`config.mk`:
```
export PLATFORM = sky130hd
export DESIGN_NAME = ram_bist_master
export DESIGN_NICKNAME = d
export VERILOG_FILES = /design/src/rtl/ram_bist_master.sv
export SDC_FILE = /design/constraint.sdc
export NUM_CORES = 1
export LEC_CHECK = 0
export ABC_AREA = 1
export BUFFER_PORTS_ARGS = -buffer_cell sky130_fd_sc_hd__buf_2
export CAP_MARGIN = 10
export CORE_ASPECT_RATIO = 1.25
export CORE_MARGIN = 10
export CORE_UTILIZATION = 42
export CTS_CLUSTER_SIZE = 10
export DETAILED_ROUTE_END_ITERATION = 10
export GPL_TIMING_DRIVEN = 0
export PLACE_DENSITY = 0.61
export SETUP_SLACK_MARGIN = 0.02
export SYNTH_ARGS = -nofsm -noshare
export SYNTH_HDL_FRONTEND = slang
export SYNTH_SLANG_ARGS = --single-unit
```
`constraint.sdc`:
```
create_clock -name clk -period 1.9 [get_ports clk]
set_input_delay 0.095 -clock clk [delete_from_list [all_inputs] [get_ports clk]]
set_output_delay 0.095 -clock clk [all_outputs]
set_load 0.03 [all_outputs]
```
`src/rtl/ram_bist_master.sv`:
```
// ram_bist_master: write/read-back BIST initiator for a single-port RAM with 1-cycle registered read.
// Optional inverted second pass enabled by defining RAM_BIST_INV_PASS_EN.
module ram_bist_master #(
   parameter int AW    = 10,
   parameter int DW    = 8,
   parameter int ERR_W = 16
) (
   input  logic             clk,
   input  logic             rst_n,
   input  logic             start,
   output logic             busy,
   output logic             done,
   output logic             pass,
   output logic [ERR_W-1:0] err_count,
   output logic [AW-1:0]    fail_addr,
   output logic             ram_cs,
   output logic             ram_wr,
   output logic             ram_rd,
   output logic [AW-1:0]    ram_addr,
   output logic [DW-1:0]    ram_wdata,
   input  logic [DW-1:0]    ram_rdata
);
   localparam logic [2:0] IDLE      = 3'd0;
   localparam logic [2:0] WRITE     = 3'd1;
   localparam logic [2:0] READ      = 3'd2;
   localparam logic [2:0] DRAIN     = 3'd3;
   localparam logic [2:0] DONE      = 3'd4;
   localparam logic [2:0] WRITE_INV = 3'd5;
   localparam logic [2:0] READ_INV  = 3'd6;
   localparam logic [2:0] DRAIN_INV = 3'd7;
`ifdef RAM_BIST_INV_PASS_EN
   localparam bit INV_EN = 1'b1;
`else
   localparam bit INV_EN = 1'b0;
`endif

   logic [2:0]    state;
   logic          cmp_vld;
   logic          cmp_inv;
   logic [AW-1:0] cmp_addr;
   logic          last;
   logic          inv_ph;
   logic          start_ok;
   logic          mismatch;

   function automatic logic [DW-1:0] pat(input logic [AW-1:0] a, input logic inv);
      return DW'({a, 1'b0}) ^ {DW{inv}};
   endfunction

   // inverted-pattern states all carry state[2]; DONE never issues strobes
   assign inv_ph   = state[2];
   assign last     = &ram_addr;
   assign start_ok = start && (state == IDLE || state == DONE);
   assign mismatch = cmp_vld && (ram_rdata != pat(cmp_addr, cmp_inv));
   assign busy     = !(state == IDLE || state == DONE);
   assign done     = state == DONE;
   assign pass     = done && (err_count == '0);

   // sequencer: strobes are registered and double as phase flags
   always_ff @(posedge clk or negedge rst_n) begin
      if (!rst_n) begin
         state     <= IDLE;
         ram_cs    <= 1'b0;
         ram_wr    <= 1'b0;
         ram_rd    <= 1'b0;
         ram_addr  <= '0;
         ram_wdata <= '0;
         cmp_vld   <= 1'b0;
         cmp_inv   <= 1'b0;
         cmp_addr  <= '0;
      end else begin
         cmp_vld  <= ram_cs && ram_rd;
         cmp_inv  <= inv_ph;
         cmp_addr <= ram_addr;
         if (ram_wr) begin
            if (last) begin
               state    <= (state == WRITE) ? READ : READ_INV;
               ram_wr   <= 1'b0;
               ram_rd   <= 1'b1;
               ram_addr <= '0;
            end else begin
               ram_addr  <= ram_addr + AW'(1);
               ram_wdata <= pat(ram_addr + AW'(1), inv_ph);
            end
         end else if (ram_rd) begin
            if (last) begin
               state    <= (state == READ) ? DRAIN : DRAIN_INV;
               ram_cs   <= 1'b0;
               ram_rd   <= 1'b0;
               ram_addr <= '0;
            end else begin
               ram_addr <= ram_addr + AW'(1);
            end
         end else if (state == DRAIN || state == DRAIN_INV) begin
            if (state == DRAIN && INV_EN) begin
               state     <= WRITE_INV;
               ram_cs    <= 1'b1;
               ram_wr    <= 1'b1;
               ram_addr  <= '0;
               ram_wdata <= pat('0, 1'b1);
            end else begin
               state <= DONE;
            end
         end else if (start_ok) begin
            state     <= WRITE;
            ram_cs    <= 1'b1;
            ram_wr    <= 1'b1;
            ram_rd    <= 1'b0;
            ram_addr  <= '0;
            ram_wdata <= pat('0, 1'b0);
         end
      end
   end

   // result tracking: saturating error count, first failing address
   always_ff @(posedge clk or negedge rst_n) begin
      if (!rst_n) begin
         err_count <= '0;
         fail_addr <= '0;
      end else if (start_ok) begin
         err_count <= '0;
         fail_addr <= '0;
      end else if (mismatch) begin
         if (!(&err_count)) err_count <= err_count + ERR_W'(1);
         if (err_count == '0) fail_addr <= cmp_addr;
      end
   end
endmodule

```
==> run metrics, run 1 <==
WL met3=between 500 and 600 um; Max Root-Sink Buffers=2; placed cells=about 580; most common cell after layout, fill and taps aside=nand2_1; Total Power=2950 uW; Core Area=around 0.0079 mm^2; actual slew at the worst max-slew pin=0.694 ns; Period minus WS final=approximately 1.8 ns; H-tree depth=3; Syn Nets=440; crit path kind=register to primary output; # DRC=0; fmax=about 0.55 GHz; number of global-route vias before repair=roughly 3,100; Adder-Cell Fraction of Synth Area=1.10%; Int Pwr=2350 uW; peak supply drop=about 0.61 mV; post-synth top area share=45.3%; worst hold margin=~0.27 ns; Worst-Skew Late Latency=approximately 0.35 ns; num rows=36; CP Data Arrival Time=1.72 ns; routability congestion estimate from global placement=between 0.8 and 0.9; Non-Filler Instances=611; Hold EP=err_count[5]; GR Util All Layers=approximately 15%; Worst path slowest cell=dfrtp_2; CTS tree=done; FF+latch count, synth=between 60 and 70; total clock sinks=62; Die H=between 100 and 150 um; Area after DPL=between 0.003 and 0.004 mm^2; worst min-delay path class=input pin to register; CTS clk-pin slew, worst paths=0.08 ns; top cells by area, synth=dfrtp_1, nand2_1, nand3_1; CTS Root Cell=clkbuf_8; Fin. Hold Viols=0; Critical R2R Capture=err_count[7]; global route total overflow=0; Top Metal Used=met4; count of cell types in the netlist=36; Rel. slew slack=53.7%; status=completed; CP Launch Type=register; met1 wire length=between 3000 and 4000 um; Cell Area, Synth=between 0.003 and 0.004 mm^2; Synth Area in Simple Gates=between 30% and 40%; R2R Setup Slk=approximately 0.16 ns; EDFF count, synth=0; leakage=about 0.0024 uW; critical path's largest stage delay=around 0.45 ns; CP required=1.80 ns; CTS buffer count=9; Psw=604 uW; Port Buffers=60; post-synthesis mux area share=0%; Compound-Gate Fraction of Synth Area=between 5 and 6%; main combinational cell family by area after synthesis=simple AND/OR/NAND/NOR gates; Design Area, Final=between 0.004 and 0.005 mm^2; unrepaired setup endpoints after global routing=true; Final setup viols=0; post-synthesis sequential area ratio=approximately 45%; total of max-cap violations=0; Nets=roughly 530; register share of total power=approximately 45%; die area=between 0.01 and 0.015 mm^2; ANT cells=0; Post-synth ARST share=100%; global-route wire length before repair=14,900 um; Reg2Reg Depth=12; CP Max Fanout=4; post-DP HPWL=6790 um; crit path capture type=primary output; post-route ant nets=0; Clock Skew=between 0.008 and 0.009 ns; XOR/XNOR Fraction of Synth Area=around 4.6%; worst hold start=start; commonest cells after routing, fill and taps aside=nand2_1, buf_2, dfrtp_1, nand3_1, inv_1; area grow syn2layout=26.2%; power share of the combinational group=2.2%; Syn Inst Count=426; syn avg cell area=~8.0 um^2; met2 WL=~4400 um; Vias=3,165; drt first pass iters=4; initial antenna violation count=0; IO Pins=61; Die X=approximately 100 um; vias per cell=about 5.2; pwr dens=a little under 700 mW/mm^2; Tcrit/Tclk final=~95%; Top FF cell, synth=dfrtp_1; CP Cell Sequence=inv_2 -> ha_4 -> nand4_1 -> nor3_4 -> and2_4 -> buf_6; Initial Utilization=43.4%; largest net degree at the start of global routing=36; total negative setup slack=0 ns; DR WL/cell=around 15 um; final wirelength=approximately 9000 um; CP startpoint=err_count[0]; switching share of power=just over 20%; post-synth top area cell=dfrtp_1; hold path depth=6; Max Slew Vio Count=0; yosys warns=0; Reg2Reg Launch Point=err_count[0]; DR iter-0 viols=between 150 and 200; share of layout cells above drive strength 1=a little over a quarter; clock share of power=between 50% and 60%
[flip-flops by register name, summed over array words and instances, names as in the netlist, 3 cells and up]
name and cells:
fail_addr 10, state 3, err_count 16, cmp_addr 10, ram_addr 10, ram_wdata 8
[final cells by class]
type / instances / area (um^2)
Clock buffer: 9 / 124
Sequential cell: 62 / 1560
Multi-Input combinational cell: 293 / 1620
Timing Repair Buffer: 74 / 427
Buffer: 14 / 114
Fill cell: 757 / 3560
Inverter: 57 / 219
Clock inverter: 7 / 145
Tap cell: 95 / 119
[worst max-delay path, delay by kind of cell (launching register included)]
kind          cells  cell delay (ns)
simple gates      3             0.58
flops             1             0.45
buf+inv           2             0.22
fa+ha+maj         1             0.12
[worst max path at each step]
stage,to,slack (ns)
after floorplan,ram_wdata[1],0.04
after global placement,ram_wdata[1],-0.06
after detailed placement,ram_wdata[1],-0.17
after CTS,pass,-0.03
after global routing,fail_addr[1],0.002
final,pass,0.09
[cells in the mapped netlist, types with 2 or more instances]
cell type / instances
nor2_1: 28
clkbuf_1: 5
nand4_1: 29
xor2_1: 16
o21a_1: 2
nor3_1: 5
a21oi_1: 6
buf_2: 4
inv_2: 4
buf_6: 2
nand3_1: 56
o21ai_0: 4
dfrtp_1: 62
inv_1: 52
clkbuf_8: 2
nand2_1: 104
nor2_4: 5
o31ai_1: 2
xnor2_1: 2
ha_1: 3
o22ai_1: 5
o21ai_1: 11
nand2_4: 4
[metrics by stage]
| step | setup WS (ns) | util [%] |
|---|---|---|
| after floorplan | 0.0389 | - |
| after CTS | -0.0252 | 53.0 |
| after detailed placement | -0.170 | 49.0 |
| after global placement | -0.0607 | 48.8 |
| final | 0.0897 | 54.8 |
| after global routing | 0.00183 | 54.8 |
[timing repair]
item,in CTS,in global routing
pin swaps,2,9
hold endpoints to repair,27,0
buffers inserted,2,10
resized for setup,5,23
hold buffers,1,0
endpoints found under the setup margin,27,37
[power by group through the flow]
stage | combinational, uW | clock, uW | sequential (uW)
floorplan | 18.3 | 0 | 1340
global placement | 59.8 | 0 | 1340
detailed placement | 66.6 | 0 | 1340
CTS | 68.0 | 1600 | 1320
global route | 75.6 | 1660 | 1320
finish | 65.9 | 1570 | 1320
[metal layers]
metal	vias up	GRT usage (%)
li1	1571	-
met2	83	25.0
met3	11	4.62
met4	0	5.66
met5	-	0
met1	1500	17.5
[kinds of logic (layout without fill, tap and decap cells)]
group | after synthesis | after routing
fa+ha+maj | 3 | 3
xor+xnor | 18 | 18
compound gates | 34 | 34
flops | 62 | 62
buf+inv | 71 | 161
simple gates | 238 | 238
Power figures use the tool's default switching activity.
==> run 2: changes to the inputs <==
BUFFER_PORTS_ARGS = unset   (was -buffer_cell sky130_fd_sc_hd__buf_2)
DONT_BUFFER_PORTS = 1   (was unset)
PLACE_DENSITY = 0.54   (was 0.61)
==> run metrics, run 2 (synthesis gave the netlist of run 1 again) <==
status=completed (unchanged); CTS buffer count=9 (unchanged); initial antenna violation count=0 (unchanged); Fill cells=739 (was 757); fmax=0.537 GHz (was 0.552 GHz); Reg area=0.00158 mm^2 (was 0.00156 mm^2); total of max-cap violations=0 (unchanged); final wirelength=9250 um (was 8930 um); Core Area=0.00788 mm^2 (unchanged); Worst-Skew Late Latency=0.34 ns (was 0.35 ns); ANT cells=0 (unchanged); Die X=101 um (unchanged); worst min-delay path class=input pin to register (unchanged); CP required=2.18 ns (was 1.80 ns); Most flops, register=err_count (unchanged); CP startpoint=err_count[0] (unchanged); Clock Skew=0.00690 ns (was 0.00892 ns); area grow syn2layout=19.8% (was 26.2%); Reg2Reg Launch Point=err_count[0] (unchanged); CTS tree=done (unchanged); leakage=0.00211 uW (was 0.00241 uW); Rel. slew slack=67.8% (was 53.7%); CTS Root Cell=clkbuf_8 (unchanged); post-route ant nets=0 (unchanged); Period minus WS final=1.86 ns (was 1.81 ns); Nets=469 (was 525); GR Util All Layers=15.3% (was 15.0%); actual slew at the worst max-slew pin=0.484 ns (was 0.694 ns); worst hold start=start (unchanged); peak supply drop=0.403 mV (was 0.612 mV); CP Max Fanout=10 (was 4); DR iter-0 viols=169 (was 171); Port Buffers=0 (was 60); global route total overflow=0 (unchanged); num rows=36 (unchanged); CTS clk-pin slew, worst paths=0.07 ns (was 0.08 ns); H-tree depth=3 (unchanged); crit path kind=register to register (was register to primary output); unrepaired setup endpoints after global routing=true (unchanged); die area=0.0122 mm^2 (unchanged); number of global-route vias before repair=2,938 (was 3,110); Die H=121 um (unchanged); CP Data Arrival Time=2.14 ns (was 1.72 ns); Tcrit/Tclk final=98.0% (was 95.3%); DR WL/cell=16.7 um (was 14.6 um); # DRC=0 (unchanged); Finished Core Util=52.0% (was 54.8%); Max Root-Sink Buffers=2 (unchanged); CP Launch Type=register (unchanged); multi-input logic area=0.00166 mm^2 (was 0.00162 mm^2); share of layout cells above drive strength 1=23.3% (was 26.6%); Final setup viols=0 (unchanged); largest net degree at the start of global routing=63 (was 36); Max Slew Vio Count=0 (unchanged); crit path capture type=register (was primary output); Total Power=2720 uW (was 2950 uW); max reg flops=16 (unchanged); pwr dens=663 mW/mm^2 (was 684 mW/mm^2); vias per cell=5.36 (was 5.18); IO Pins=61 (unchanged); Fin. Hold Viols=0 (unchanged); most common cell after layout, fill and taps aside=nand2_1 (unchanged); Vias=2,975 (was 3,165); Initial Utilization=43.4% (unchanged); commonest cells after routing, fill and taps aside=nand2_1, nand3_1, inv_1, dfrtp_1, nand4_1 (was nand2_1, buf_2, dfrtp_1, nand3_1, inv_1); global-route wire length before repair=14,900 um (about the same); drt first pass iters=4 (unchanged); routability congestion estimate from global placement=0.836 (was 0.829); post-DP HPWL=6610 um (was 6790 um); total clock sinks=62 (unchanged)
==> run 2: worst paths after layout <==
path                       cells past startpoint  slack, ns            end
max reg2reg                                   12       0.04   err_count[2]
max                                           12       0.04   err_count[2]
min reg2reg                                    0       0.38        cmp_inv
min                                            5       0.19   err_count[5]
min in group asynchronous                      2       0.29  err_count[13]
max in group asynchronous                      2       1.33   err_count[4]
==> run 2: critical path: stages (launching register included) <==
cell     delay, ns
dfrtp_2       0.53
ha_4          0.21
nand2_4       0.05
nor2_4        0.12
nand2_4       0.08
nor2_8        0.13
nand2_4       0.05
nor2_4        0.11
nand2_4       0.10
nand3_4       0.11
buf_8         0.14
nand3_1       0.07
nand2_1       0.09
==> run 2: routing by layer <==
layer	global-route usage [%]	part of all wire [%]	wire, um
met3	5.01	7.4	682
met2	25.9	52	4790
met4	6.99	1.5	138
met1	17.0	39	3640
met5	0	0	0
==> run 2: where the power goes <==
part | leakage (uW) | internal (uW) | switching, uW | total (uW)
Sequential | 0.000763 | 1320 | 0 | 1320
Clock | 0.000116 | 810 | 537 | 1350
Combinational | 0.00123 | 15.8 | 38.5 | 54.2
==> run 2: through the flow <==
stage / instance area (um^2) / cells / hold slack [ns] / setup WS, ns / TNS [ns]
after floorplan: 3430 / 426 / -0.201 / 0.0389 / 0
after global placement: 3550 / 521 / -0.198 / -0.298 / -6.88
after detailed placement: 3550 / 521 / -0.198 / -0.389 / -9.01
after CTS: 3980 / 550 / 0.182 / 0.00455 / 0
after global routing: 4100 / 555 / 0.223 / -0.0856 / -0.781
final: 4100 / 555 / 0.189 / 0.0378 / 0
==> run 2: repair_timing <==
action,4_1_cts,5_1_grt
setup endpoints to repair,50,42
hold endpoints to repair,62,0
pin swaps,8,11
buffers inserted,11,5
gates resized for setup,29,32
hold buffers,2,0
cloned,0,0
==> run 2: cell type report <==
cell class | instances | share of cell area [%]
Inverter | 57 | 5.40
Timing Repair Buffer | 18 | 4.03
Buffer | 14 | 2.87
Clock inverter | 5 | 1.98
Sequential cell | 62 | 38.6
Clock buffer | 11 | 3.69
Tap cell | 95 | 2.90
Multi-Input combinational cell | 293 | 40.5
